==> src/rtl/rr_grant_arbiter.sv <==
`default_nettype none
// ============================================================================
// Module   : rr_grant_arbiter
// Purpose  : Round-robin arbiter sharing one downstream resource among WIDTH
//            requesters. A rotating-priority first-set-bit search starts at a
//            moving pointer. A grant is held until the owner raises done_i;
//            back-to-back grants are issued with no idle bubble.
// Options  : `define RR_ARB_TIMEOUT_EN builds a grant watchdog. A grant that
//            has been held for TIMEOUT cycles is force-released and timeout_o
//            pulses for one cycle. Without the macro timeout_o is tied to 0.
// Ports    : clk_i        - clock, rising edge
//            arst_n_i     - asynchronous active-low reset
//            req_i        - request vector, bit n = requester n
//            done_i       - owner releases the grant (used only while granted)
//            grant_o      - one-hot grant vector, zero when idle
//            grant_idx_o  - index of granted requester, 0 when idle
//            grant_val_o  - a grant is active
//            timeout_o    - one-cycle pulse after a watchdog forced release
// Revision : 1.0 - initial release
// ============================================================================
module rr_grant_arbiter #(
  parameter int WIDTH   = 16,
  parameter int TIMEOUT = 64
) (
  input  logic                     clk_i,
  input  logic                     arst_n_i,
  input  logic [WIDTH-1:0]         req_i,
  input  logic                     done_i,
  output logic [WIDTH-1:0]         grant_o,
  output logic [$clog2(WIDTH)-1:0] grant_idx_o,
  output logic                     grant_val_o,
  output logic                     timeout_o
);

  localparam int IW = $clog2(WIDTH);

  // Elaboration-time guard on the legal parameter range.
  if (WIDTH < 2 || TIMEOUT < 2) begin : g_bad_params
    $error("rr_grant_arbiter: WIDTH and TIMEOUT must both be 2 or more");
  end

  typedef enum logic [0:0] {
    S_IDLE  = 1'b0,
    S_GRANT = 1'b1
  } state_e;

  state_e            state_q, state_d;
  logic [IW-1:0]     ptr_q, ptr_d;
  logic [IW-1:0]     idx_q, idx_d;
  logic [WIDTH-1:0]  grant_q, grant_d;
  logic              val_q, val_d;

  logic              force_rel;   // watchdog release this cycle
  logic              release_now; // owner gives up the grant this cycle
  logic              new_grant;   // a grant (possibly to the same owner) starts next cycle
  logic [IW-1:0]     rel_ptr;     // pointer value after releasing the current owner
  logic [IW-1:0]     sel_base;
  logic [IW:0]       sel_res;
  logic              sel_found;
  logic [IW-1:0]     sel_idx;

  // Rotating first-set-bit search. Walking the offsets from high to low lets
  // the smallest offset (closest to base) overwrite any later hit, so no
  // break is needed and the loop stays a plain priority chain.
  function automatic logic [IW:0] rr_select(input logic [IW-1:0]    base,
                                            input logic [WIDTH-1:0] req);
    logic          found;
    logic [IW-1:0] idx;
    logic [IW:0]   pos;
    found = 1'b0;
    idx   = '0;
    for (int k = WIDTH - 1; k >= 0; k--) begin
      pos = {1'b0, base} + (IW+1)'(k);
      if (pos >= (IW+1)'(WIDTH)) begin
        pos = pos - (IW+1)'(WIDTH);
      end
      if (req[pos[IW-1:0]]) begin
        found = 1'b1;
        idx   = pos[IW-1:0];
      end
    end
    return {found, idx};
  endfunction

  assign rel_ptr     = (idx_q == IW'(WIDTH - 1)) ? '0 : idx_q + 1'b1;
  assign release_now = (state_q == S_GRANT) && (done_i || force_rel);
  // On a release the search must already use the advanced pointer so the
  // next owner is chosen in the same cycle.
  assign sel_base    = release_now ? rel_ptr : ptr_q;
  assign sel_res     = rr_select(sel_base, req_i);
  assign sel_found   = sel_res[IW];
  assign sel_idx     = sel_res[IW-1:0];

  always_comb begin
    state_d   = state_q;
    ptr_d     = ptr_q;
    idx_d     = idx_q;
    grant_d   = grant_q;
    val_d     = val_q;
    new_grant = 1'b0;
    case (state_q)
      S_IDLE: begin
        if (sel_found) begin
          state_d   = S_GRANT;
          idx_d     = sel_idx;
          grant_d   = WIDTH'(1) << sel_idx;
          val_d     = 1'b1;
          new_grant = 1'b1;
        end
      end
      S_GRANT: begin
        if (release_now) begin
          ptr_d = rel_ptr;
          if (sel_found) begin
            idx_d     = sel_idx;
            grant_d   = WIDTH'(1) << sel_idx;
            val_d     = 1'b1;
            new_grant = 1'b1;
          end else begin
            state_d = S_IDLE;
            idx_d   = '0;
            grant_d = '0;
            val_d   = 1'b0;
          end
        end
      end
      default: begin
        state_d = S_IDLE;
        idx_d   = '0;
        grant_d = '0;
        val_d   = 1'b0;
      end
    endcase
  end

  always_ff @(posedge clk_i or negedge arst_n_i) begin
    if (!arst_n_i) begin
      state_q <= S_IDLE;
      ptr_q   <= '0;
      idx_q   <= '0;
      grant_q <= '0;
      val_q   <= 1'b0;
    end else begin
      state_q <= state_d;
      ptr_q   <= ptr_d;
      idx_q   <= idx_d;
      grant_q <= grant_d;
      val_q   <= val_d;
    end
  end

`ifdef RR_ARB_TIMEOUT_EN
  localparam int CW = $clog2(TIMEOUT);

  logic [CW-1:0] cnt_q, cnt_d;
  logic          timeout_q;

  // The counter holds the number of cycles the current grant has already
  // been visible minus one, so reaching TIMEOUT-1 means this is its last cycle.
  // A simultaneous done_i wins, making that case a normal release.
  assign force_rel = (state_q == S_GRANT) && !done_i &&
                     (cnt_q == CW'(TIMEOUT - 1));

  always_comb begin
    cnt_d = '0;
    if (new_grant) begin
      cnt_d = '0;
    end else if (state_q == S_GRANT) begin
      cnt_d = cnt_q + 1'b1;
    end
  end

  always_ff @(posedge clk_i or negedge arst_n_i) begin
    if (!arst_n_i) begin
      cnt_q     <= '0;
      timeout_q <= 1'b0;
    end else begin
      cnt_q     <= cnt_d;
      timeout_q <= force_rel;
    end
  end

  assign timeout_o = timeout_q;
`else
  assign force_rel = 1'b0;
  assign timeout_o = 1'b0;
`endif

  assign grant_o     = grant_q;
  assign grant_idx_o = idx_q;
  assign grant_val_o = val_q;

endmodule
`default_nettype wire

==> config.mk <==
export PLATFORM = sky130hd
export DESIGN_NAME = rr_grant_arbiter
export DESIGN_NICKNAME = d
export VERILOG_FILES = /design/src/rtl/rr_grant_arbiter.sv
export SDC_FILE = /design/constraint.sdc
export NUM_CORES = 1
export LEC_CHECK = 0
export ABC_AREA = 1
export CELL_PAD_IN_SITES_DETAIL_PLACEMENT = 1
export CELL_PAD_IN_SITES_GLOBAL_PLACEMENT = 1
export CORE_ASPECT_RATIO = 0.9
export CORE_MARGIN = 2
export CORE_UTILIZATION = 30
export CTS_CLUSTER_DIAMETER = 80
export CTS_CLUSTER_SIZE = 16
export DETAILED_ROUTE_END_ITERATION = 8
export GPL_TIMING_DRIVEN = 0
export PLACE_DENSITY = 0.75
export SLEW_MARGIN = 20
export SYNTH_ARGS = -nofsm -noshare
export SYNTH_HDL_FRONTEND = slang
export SYNTH_SLANG_ARGS = --single-unit
==> constraint.sdc <==
create_clock -name clk_i -period 7.7 [get_ports clk_i]
set_clock_uncertainty 0.15 [all_clocks]
set_input_delay 1.54 -clock clk_i [delete_from_list [all_inputs] [get_ports clk_i]]
set_output_delay 1.54 -clock clk_i [all_outputs]
set_load 0.03 [all_outputs]
==> flow_metrics.env <==
export IMPL_outcome="finished clean"
export IMPL_yosysTopAreaCellShare_pct=25.8
export IMPL_crit_required_ps=7750
export IMPL_crit_top_cell="nand2_1"
export IMPL_antenna_found_initial=0
export IMPL_worst_setup_path_type="in2reg"
export IMPL_grt_pass1_vias=3756
export IMPL_drc=0
export IMPL_grt_max_degree=27
export IMPL_netlist_instances=534
export IMPL_layout_commonest_cell="nand2_1"
export IMPL_path_max_fanout=10
export IMPL_max_freq_mhz=161
export IMPL_ys_seq_area_share_pct=20.4
export IMPL_r2r_start="grant_idx_o[0]"
export IMPL_dr_pass1_iters=5
export IMPL_r2r_cells=25
export IMPL_vias=3693
export IMPL_grt_pass1_wl_um=18900
export IMPL_hold_viol=0
export IMPL_wl_um=11400
export IMPL_period_share_pct=80.6
export IMPL_cts_root_buf="clkbuf_16"
export IMPL_ctsHtreeMaxLevel=1
export IMPL_via_per_inst=5.23
export IMPL_critPathLaunchType="input pin"
export IMPL_cpMaxStageDelayCell="clkdlybuf4s50_1"
export IMPL_slew_viol_final=0
export IMPL_finalCriticalPeriod_ps=6210
export IMPL_rsz0062_at_grt="false"
export IMPL_synth_cell_types=38
export IMPL_dieArea_mm2=0.0115
export IMPL_r2r_end="grant_o[13]"
export IMPL_post_cts_buffers=0
export IMPL_synth_seq_cells=26
export IMPL_setup_viol=0
export IMPL_synth_area_mm2=0.00319
export IMPL_die_width_um=113
export IMPL_path_clk_slew_ps=70
export IMPL_hpwl_um=9360
export IMPL_ctsResizeCount=0
export IMPL_final_cell_mix="219 x nand2_1, 101 x nand3_1, 47 x inv_1"
export IMPL_drtAntennaViolNets=0
export IMPL_fp_row_count=35
export IMPL_cts_hold_buf=0
export IMPL_avgSynthCellArea_um2=5.97
export IMPL_worstMarginPinSlew_ps=769
export IMPL_die_h_um=102
export IMPL_maxSlewHeadroom_pct=48.3
export IMPL_nets=605
export IMPL_wl_per_cell_um=16.2
export IMPL_ios=41
export IMPL_cts_tree="done"
export IMPL_tns_ps=0
export IMPL_hold_path_class="reg2reg"
export IMPL_critPathMaxStageDelay_ps=590
export IMPL_syn_num_nets=561
export IMPL_crit_start="done_i"
export IMPL_design_core_area_mm2=0.0103
export IMPL_drive_above_1_share_pct=10.9
export IMPL_cap_viol_max_count=0
export IMPL_r2r_slack_ps=2740
export IMPL_synthTopCellsByArea="nand2_1 26%, dfrtp_1 20%, nand3_1 16%, inv_1 5.5%, a21oi_1 4.7%"
export IMPL_worstPathArrival_ps=6260
export IMPL_yosysWarnings=0
export IMPL_port_buffers=39
export IMPL_globalRouteTotalUtil_pct=20.3
export IMPL_syn_to_final_growth_pct=20.4
export IMPL_n_antenna_cell=0
export IMPL_cts_sinks=26
export IMPL_end_kind="register"
export IMPL_clk_insertion_delay_late_ps=250
export IMPL_drtIter0Drc=228
export IMPL_cts_made_buffers=3
export IMPL_overflow=0
export IMPL_setup_worst_path_end="grant_o[13]"
export IMPL_gp_congestion=0.916
export IMPL_start_util_pct=31.0
export IMPL_ctsLongestPathBuffers=2
export IMPL_yosysTopAreaCell="nand2_1"
## cell families (layout without fill, tap and decap cells)
| logic type | Yosys count | after routing | synth area share, % |
|---|---|---|---|
| buffers and inverters | 68 | 111 | 9.89 |
| adders and majority gates | 8 | 8 | 3.14 |
| other | 1 | 1 | 0.118 |
| xor gates and xnor gates | 7 | 7 | 2.63 |
| AOI/OAI and AO/OA | 50 | 50 | 9.62 |
| muxes | 1 | 1 | 0.314 |
| and+or+nand+nor | 373 | 373 | 53.9 |
| DFF | 26 | 26 | 20.4 |
## per-layer routing
metal	part of all wire, %	track usage [%]	up-vias	routed length (um)
li1	-	-	1829	-
met1	47	28.6	1781	5400
met2	46	33.8	73	5220
met3	5.8	2.51	10	663
met4	1.0	3.47	0	118
met5	0	0	-	0
## metrics by stage
| stage | worst slack (ps) | hold slack [ps] | std cells | instance area (um^2) | utilization (%) |
|---|---|---|---|---|---|
| global route | 1080 | 372 | 706 | 3840 | 37.3 |
| CTS | 1570 | 343 | 706 | 3840 | 37.3 |
| global placement | 1430 | 314 | 702 | 3740 | 36.3 |
| floorplan | 3120 | 382 | 534 | 3190 | - |
| detailed placement | 1370 | 323 | 702 | 3730 | 36.3 |
| finish | 1490 | 332 | 706 | 3840 | 37.3 |
## flip-flops by register name, indices dropped and copies added (netlist names)
name,flops
state_q,1
grant_val_o,1
ptr_q,4
grant_o,16
grant_idx_o,4
## worst max-delay path: cells and delay by family
family          cells  cell delay, ps
compound gates      4             940
fa+ha+maj           1             270
buf+inv             7            1820
simple gates       14            1680
## Yosys cell counts (all sizes together)
library cell  instances
nand2               236
nand3               103
inv                  53
a21oi                35
dfrtp                26
nor2                 15
buf                  12
nand4                11
o21ai                 9
ha                    8
nand3b                6
xnor2                 4
a31oi                 3
xor2                  3
clkbuf                2
o21bai                2
clkinv                1
conb                  1
mux2i                 1
nor3                  1
nor4                  1
o211ai                1
## how the worst min path moves through the flow
| stage | from | end | slack, ps | cells after the start |
|---|---|---|---|---|
| 2_1_floorplan | ptr_q[2] | ptr_q[2] | 380 | 2 |
| 3_3_place_gp | grant_o[2] | grant_o[2] | 310 | 2 |
| 3_5_place_dp | grant_o[10] | grant_o[10] | 320 | 2 |
| 4_1_cts | grant_o[10] | grant_o[10] | 340 | 2 |
| 5_1_grt | grant_o[12] | grant_o[12] | 370 | 2 |
| 6_report | grant_o[10] | grant_o[10] | 330 | 2 |
## final cells by class
| class | instances | area, um^2 |
|---|---|---|
| Fill cell | 1387 | 6450 |
| Multi-Input combinational cell | 440 | 2220 |
| Sequential cell | 26 | 651 |
| Timing Repair Buffer | 39 | 385 |
| Inverter | 54 | 203 |
| Tap cell | 129 | 161 |
| Buffer | 14 | 113 |
| Clock buffer | 3 | 75.1 |
| Clock inverter | 1 | 30.0 |
Power is left out: the tool's default activity adds up to more than one toggle a clock period on the data nets, which glitch-free logic cannot reach.
